`config.mk`:
```
export PLATFORM = sky130hd
export DESIGN_NAME = booth_controller
export DESIGN_NICKNAME = d
export VERILOG_FILES = /design/src/rtl/booth_pkg.sv /design/src/rtl/booth_step_counter.sv /design/src/rtl/booth_controller.sv
export SDC_FILE = /design/constraint.sdc
export NUM_CORES = 1
export LEC_CHECK = 0
export ABC_AREA = 1
export BUFFER_PORTS_ARGS = -buffer_cell sky130_fd_sc_hd__buf_2
export CAP_MARGIN = 20
export CORE_AREA = 4 4 41 43
export CTS_BUF_LIST = sky130_fd_sc_hd__clkbuf_4
export CTS_CLUSTER_DIAMETER = 100
export DETAILED_ROUTE_END_ITERATION = 10
export DIE_AREA = 0 0 45 47
export SLEW_MARGIN = 20
export SYNTH_ARGS = -nofsm -noshare
export SYNTH_HDL_FRONTEND = slang
export SYNTH_SLANG_ARGS = --single-unit
```
`constraint.sdc`:
```
create_clock -name clk -period 1.5 [get_ports clk]
set_clock_uncertainty 0.2 [all_clocks]
set_input_delay 0.15 -clock clk [delete_from_list [all_inputs] [get_ports clk]]
set_output_delay 0.15 -clock clk [all_outputs]
set_load 0.02 [all_outputs]
```
`src/rtl/booth_pkg.sv`:
```
// Shared definitions for the radix-2 Booth multiplier sequencer.
package booth_pkg;

    localparam int N_DEFAULT = 5;

    localparam logic [1:0] BOOTH_ADD = 2'b01;
    localparam logic [1:0] BOOTH_SUB = 2'b10;

    typedef enum logic [2:0] {
        IDLE,
        LOAD,
        EVAL,
        SHIFT,
        DONE
    } state_t;

endpackage

```
`src/rtl/booth_step_counter.sv`:
```
// Booth step counter: cleared on load, advanced once per shift, flags the final step.
module booth_step_counter
    import booth_pkg::*;
#(
    parameter int N = N_DEFAULT
) (
    input  logic clk,
    input  logic rst,
    input  logic clear,
    input  logic inc,
    output logic last
);

    localparam int CW = (N > 1) ? $clog2(N) : 1;
    localparam logic [CW-1:0] LAST_COUNT = CW'(N - 1);

    logic [CW-1:0] count;

    // Saturates at N-1 so the count can never wrap.
    always_ff @(posedge clk) begin
        if (rst || clear) begin
            count <= '0;
        end else if (inc && !last) begin
            count <= count + 1'b1;
        end
    end

    assign last = (count == LAST_COUNT);

endmodule

```
`src/rtl/booth_controller.sv`:
```
// Sequencing FSM for the radix-2 Booth multiplier datapath.
//
// state | meaning
// IDLE  | waiting for start, all strobes low
// LOAD  | load operands, clear accumulator and Booth flip-flop, clear step count
// EVAL  | add/subtract multiplicand according to Booth pair {X1, X0}
// SHIFT | arithmetic right shift of {A, X}, capture shifted-out bit
// DONE  | one-cycle completion pulse, product valid on result bus
module booth_controller
    import booth_pkg::*;
#(
    parameter int N = N_DEFAULT
) (
    input  logic clk,
    input  logic rst,
    input  logic start,
    input  logic X1,
    input  logic X0,
    output logic busy,
    output logic done,
    output logic ld_X,
    output logic ld_Y,
    output logic init_A,
    output logic init_ff,
    output logic ld_A,
    output logic add,
    output logic sub,
    output logic shift_a,
    output logic shift_x,
    output logic ld_ff
);

    state_t state;
    state_t state_next;
    logic   step_clear;
    logic   step_inc;
    logic   step_last;

    always_ff @(posedge clk) begin
        if (rst) begin
            state <= IDLE;
        end else begin
            state <= state_next;
        end
    end

    booth_step_counter #(.N(N)) u_step_counter (
        .clk   (clk),
        .rst   (rst),
        .clear (step_clear),
        .inc   (step_inc),
        .last  (step_last)
    );

    always_comb begin
        state_next = state;
        busy       = 1'b1;
        done       = 1'b0;
        ld_X       = 1'b0;
        ld_Y       = 1'b0;
        init_A     = 1'b0;
        init_ff    = 1'b0;
        ld_A       = 1'b0;
        add        = 1'b0;
        sub        = 1'b0;
        shift_a    = 1'b0;
        shift_x    = 1'b0;
        ld_ff      = 1'b0;
        step_clear = 1'b0;
        step_inc   = 1'b0;

        case (state)
            IDLE: begin
                busy = 1'b0;
                if (start) begin
                    state_next = LOAD;
                end
            end
            LOAD: begin
                ld_X       = 1'b1;
                ld_Y       = 1'b1;
                ld_A       = 1'b1;
                init_A     = 1'b1;
                ld_ff      = 1'b1;
                init_ff    = 1'b1;
                step_clear = 1'b1;
                state_next = EVAL;
            end
            EVAL: begin
                // Pairs 00 and 11 leave the accumulator untouched.
                if ({X1, X0} == BOOTH_SUB) begin
                    sub  = 1'b1;
                    ld_A = 1'b1;
                end else if ({X1, X0} == BOOTH_ADD) begin
                    add  = 1'b1;
                    ld_A = 1'b1;
                end
                state_next = SHIFT;
            end
            SHIFT: begin
                shift_a = 1'b1;
                shift_x = 1'b1;
                ld_ff   = 1'b1;
                if (step_last) begin
                    state_next = DONE;
                end else begin
                    step_inc   = 1'b1;
                    state_next = EVAL;
                end
            end
            DONE: begin
                done       = 1'b1;
                state_next = IDLE;
            end
            default: begin
                busy       = 1'b0;
                state_next = IDLE;
            end
        endcase
    end

endmodule
```
; ---- Word-level counts from Yosys, hierarchy flattened
; Cells that the tools add are included.
[word_totals]
register_bits = 6
inputBits = 5
output_inout_bits = 12
elab_cells = 34
[classes]
addsub = 1
eq_ne = 8
mux = 17
reduce_logical = 6
[op_table]
columns = operator, count
row1 = 2-to-1 mux 1 bit, 13
row2 = one-hot mux 3 bit (4 select lines), 1
row3 = == test 3 x 2 -> 1 bit (second input constant), 2
row4 = == test 3 bit (second input constant), 2
row5 = 2-to-1 mux 3 bit, 2
row6 = OR reduction 4 bit, 1
row7 = adder 3 x 1 -> 3 bit (second input constant), 1
row8 = == test 3 x 1 -> 1 bit (second input constant), 1
row9 = logical NOT 3 bit, 1
row10 = == test 2 x 1 -> 1 bit (second input constant), 1
row11 = == test 2 bit (second input constant), 1
row12 = != test 2 bit (second input constant), 1
row13 = one-hot mux 1 bit (2 select lines), 1
row14 = OR reduction 2 bit, 1
row15 = logical AND 1 bit, 1
row16 = logical NOT 1 bit, 1
row17 = logical OR 1 bit, 1

; ---- Longest topological paths before layout
[depth]
ltp_word = 4
depth_mapped = 7
mapped_depth_nobuf = 7

; ---- Cells and area by module
; From an unflattened synthesis, not the netlist that was laid out.
[hier_totals]
cells_unflattened = 63
hier_area_um2 = 414.1
[modules_own_cells]
columns = module, instances, cells_per_inst, area_per_inst_um2, seq_area_each_um2
row1 = booth_controller, 1, 36, 239.0, 60.1
row2 = booth_step_counter, 1, 27, 175.2, 60.1

; ---- Least setup slack after synthesis
; No wires, ideal clock.
[synth_timing]
kind = reg2out
start = register state[0]
end = output port init_ff
t_arrival_ns = 1.141
required_ns = 1.150
setup_slack_ns = 0.009
path_stages_with_launch = 6
path_buffers = 1
cell_sequence = dfxtp_1 inv_1 nor2_2 nand2_2 inv_1 buf_4
[synth_between]
elab_chain_cells = 2
[synth_lines]
columns = item, line_no
row1 = from (decl), booth_controller.sv:33  ; state_t state;
row2 = from (signal assigned), booth_controller.sv:43  ; state <= state_next;
row3 = == test 3 x 1 -> 1 bit, n/a
row4 = 2-to-1 mux 1 bit, n/a
row5 = to (decl), booth_controller.sv:24  ; output logic init_ff,
; No other way between the ends.

; ---- Worst setup path after layout
[layout_timing]
start = register state[0]
end = output port busy
[layout_between]
elab_chain_cells = 3
word_cells_on_any_way = 6
classes_between = 4 x eq/ne / 1 x mux / 1 x reduce/logical
[layout_lines]
columns = item, line_no
row1 = == test 3 x 2 -> 1 bit (tied with other cells), booth_controller.sv:72  ; case (state)
row2 = OR reduction 4 bit (no source line) (*), n/a
row3 = 2-to-1 mux 1 bit (*), booth_controller.sv:72
row4 = to (decl), booth_controller.sv:19  ; output logic busy,
; Mark *: on every way between the ends. The rest lies on a longest branch, timed or not.

==> flow_summary.ini <==
[floorplan]
rows = 13
core_area_um2 = 1301
ioPinCount = 17
fp.dieH_um = 47
start_util = 0.3019
die-area_um2 = 2115
die_w_um = 45

[routing]
drc = 0
wire_per_inst_um = 9.573
first_pass_iters = 4
dr.first_iter.drc_count = 8
vias = 399
vias_per_cell = 4.483
wl_um = 852
antenna_left = 0

[grt]
use_met3 = 0.07280
grt.busiest_layer = met2
gr-usage-all-layers = 0.09271
grt_first_pass_wirelength_um = 1380
grt_pass1_vias = 351
use_met1 = 0.1055
grt-ovfl-total = 0
use_met2 = 0.1469
grt_max_degree = 6
antenna_found_initial = 0

[sta]
finalHoldViolations = 1
finalCritPeriodShare = 0.9608
maxSlewHeadroom = 0.8783
finalMaxSlewViolations = 0
min_period_ns = 1.441
hold_slack_ns = -0.03532
tightest_slew_ns = 0.1823
rsz0062_at_grt = true
setup_ws_ns = 0.05880
setup_viol = 0
max_freq_mhz = 693.9

[placement]
gp_congestion = 0.7239
place_hpwl_um = 615.5
port_buffers = 16
dp_worst_setup_slack_ns = 0.1233

[final_layout]
multi_input_area_um2 = 222.7
regArea_um2 = 128.9
drive_above_1_share = 0.4595
final_util = 0.4346
n_antenna_cell = 0
area_growth_pct = 43.95
finalNetCount = 85
fillCellCount = 148

[outcome]
violations = negative hold slack
run_status = finished, violations left

[clocking]
cts_tree = built
insertion_delay_ns = 0.24
cts-root-buf = clkbuf_4
cts.sinks = 6
htree_levels = 1
cts_buffer_depth = 2
clkTransAtPathRegs_ns = 0.04
cts_buffers = 3

[synthesis]
ys_seq_elements = 6
synth_mux_area_frac = 0
synth_adder_area_share = 0.1274
netlist_instances = 57
synth_compound_area_frac = 0.07962
synth_top_family_by_area = simple AND/OR/NAND/NOR gates
postSynthAreaPerCell_um2 = 6.893
synthXorXnorAreaFrac = 0.02229
synth.distinct_cells = 15
synth.cell_area_um2 = 392.9
synth_nets = 66
synth_simple_gate_area_frac = 0.2643
yosysWarnings = 0
ys_seq_area_frac = 0.3057

[setup_path]
cp-end-kind = output port
worstPathRequired_ns = 1.15
critPathKind = flop to output port
cp_data_arrival_time_ns = 1.09
crit_path_start_kind = flop
path_max_fanout = 4

[power_and_ir_drop]
leakagePower_uw = 0.0002991
powerDensity_nw_per_um2 = 822.9
irDropWorstVdd_mv = 0.4702

[worst_hold_path]
hp-class = input port to flop

[run]
maxCapViolations = 0
[final timing paths]
| path | from | to | slack (ns) | cells after the start |
|---|---|---|---|---|
| setup / recovery | state[0] | busy | 0.06 | 5 |
| hold / removal | start | state[0] | -0.04 | 3 |
| setup reg to reg | u_step_counter.count[0] | u_step_counter.count[2] | 0.13 | 7 |
| hold reg to reg | u_step_counter.count[0] | u_step_counter.count[0] | 0.28 | 2 |
[where the power goes]
part           internal (uW)  switching [uW]  leakage [uW]  total [uW]
registers                165            10.2     0.0000506         175
logic                   59.8            80.0      0.000235         140
clock network           90.6            59.6     0.0000138         150
total                    316             150      0.000299         465
[state kept, by name, summed over array words and instances, names as in the netlist]
register	count
state	3
u_step_counter.count	3
[kinds of logic (layout without fill, tap and decap cells)]
kind of cell    after synthesis  count (layout)
simple gates                 23              23
buf+inv                      17              34
compound gates                6               6
flops                         6               6
fa+ha+maj                     4               4
xor+xnor                      1               1
[cell usage in the layout (no fill, tap or decap), drive strengths merged]
master	count
nand4	1
clkbuf	3
dfxtp	6
nand3	3
ha	4
nand2	11
nor2	7
a21oi	3
o21ai	2
inv	13
buf	17
nor3	1
dlygate4sd3	1
a31oi	1
xor2	1
[layer usage]
| metal | share of wire | routed length [um] |
|---|---|---|
| met4 | 0 | 0 |
| met1 | 0.41 | 350 |
| met2 | 0.48 | 406 |
| met3 | 0.11 | 95 |
| met5 | 0 | 0 |
[Yosys cell counts]
library cell | instances | area share
xor2_1 | 1 | 0.022
nor2_1 | 5 | 0.048
buf_4 | 4 | 0.076
dfxtp_1 | 6 | 0.31
nand3_1 | 3 | 0.038
a31oi_1 | 1 | 0.016
ha_1 | 4 | 0.13
nor2_2 | 2 | 0.032
a21oi_1 | 3 | 0.038
o21ai_0 | 2 | 0.025
nand2_1 | 9 | 0.086
inv_1 | 13 | 0.12
nand2_2 | 2 | 0.032
nor3_1 | 1 | 0.013
nand4_1 | 1 | 0.016
[metrics by stage]
| stage | instances | total power (uW) | hold slack (ns) | setup TNS [ns] | area, um2 |
|---|---|---|---|---|---|
| 2_1_floorplan | 57 | 256.1 | 0.01941 | 0 | 392.9 |
| 3_3_place_gp | 84 | 280.6 | 0.1544 | 0 | 461.7 |
| 3_5_place_dp | 84 | 281.6 | 0.1610 | 0 | 461.7 |
| 4_1_cts | 89 | 447.0 | 0.2836 | 0 | 510.5 |
| 5_1_grt | 89 | 507.2 | 0.05871 | -0.09347 | 565.5 |
| 6_report | 89 | 465.4 | -0.03532 | 0 | 565.5 |
[cell type report]
class	instances	area share
multi-input combinational	34	0.3938
sequential	6	0.2279
timing repair buffer	18	0.2146
inverter	13	0.09071
clock buffer	3	0.03982
tap	15	0.03319
[worst max-delay path, cell delays in order, from the launching register on]
cell and delay, ns:
dfxtp_4 0.38, inv_4 0.05, nor2_4 0.10, nand2_2 0.10
nand4_1 0.10, buf_6 0.12
[repair_timing]
action,in CTS,in global routing
setup buffers,0,1
resized for setup,3,23
setup endpoints to repair,6,13
endpoints found under the hold margin,3,0
hold buffers,2,0
pin swaps,0,3
(Power assumes the default switching activity.)
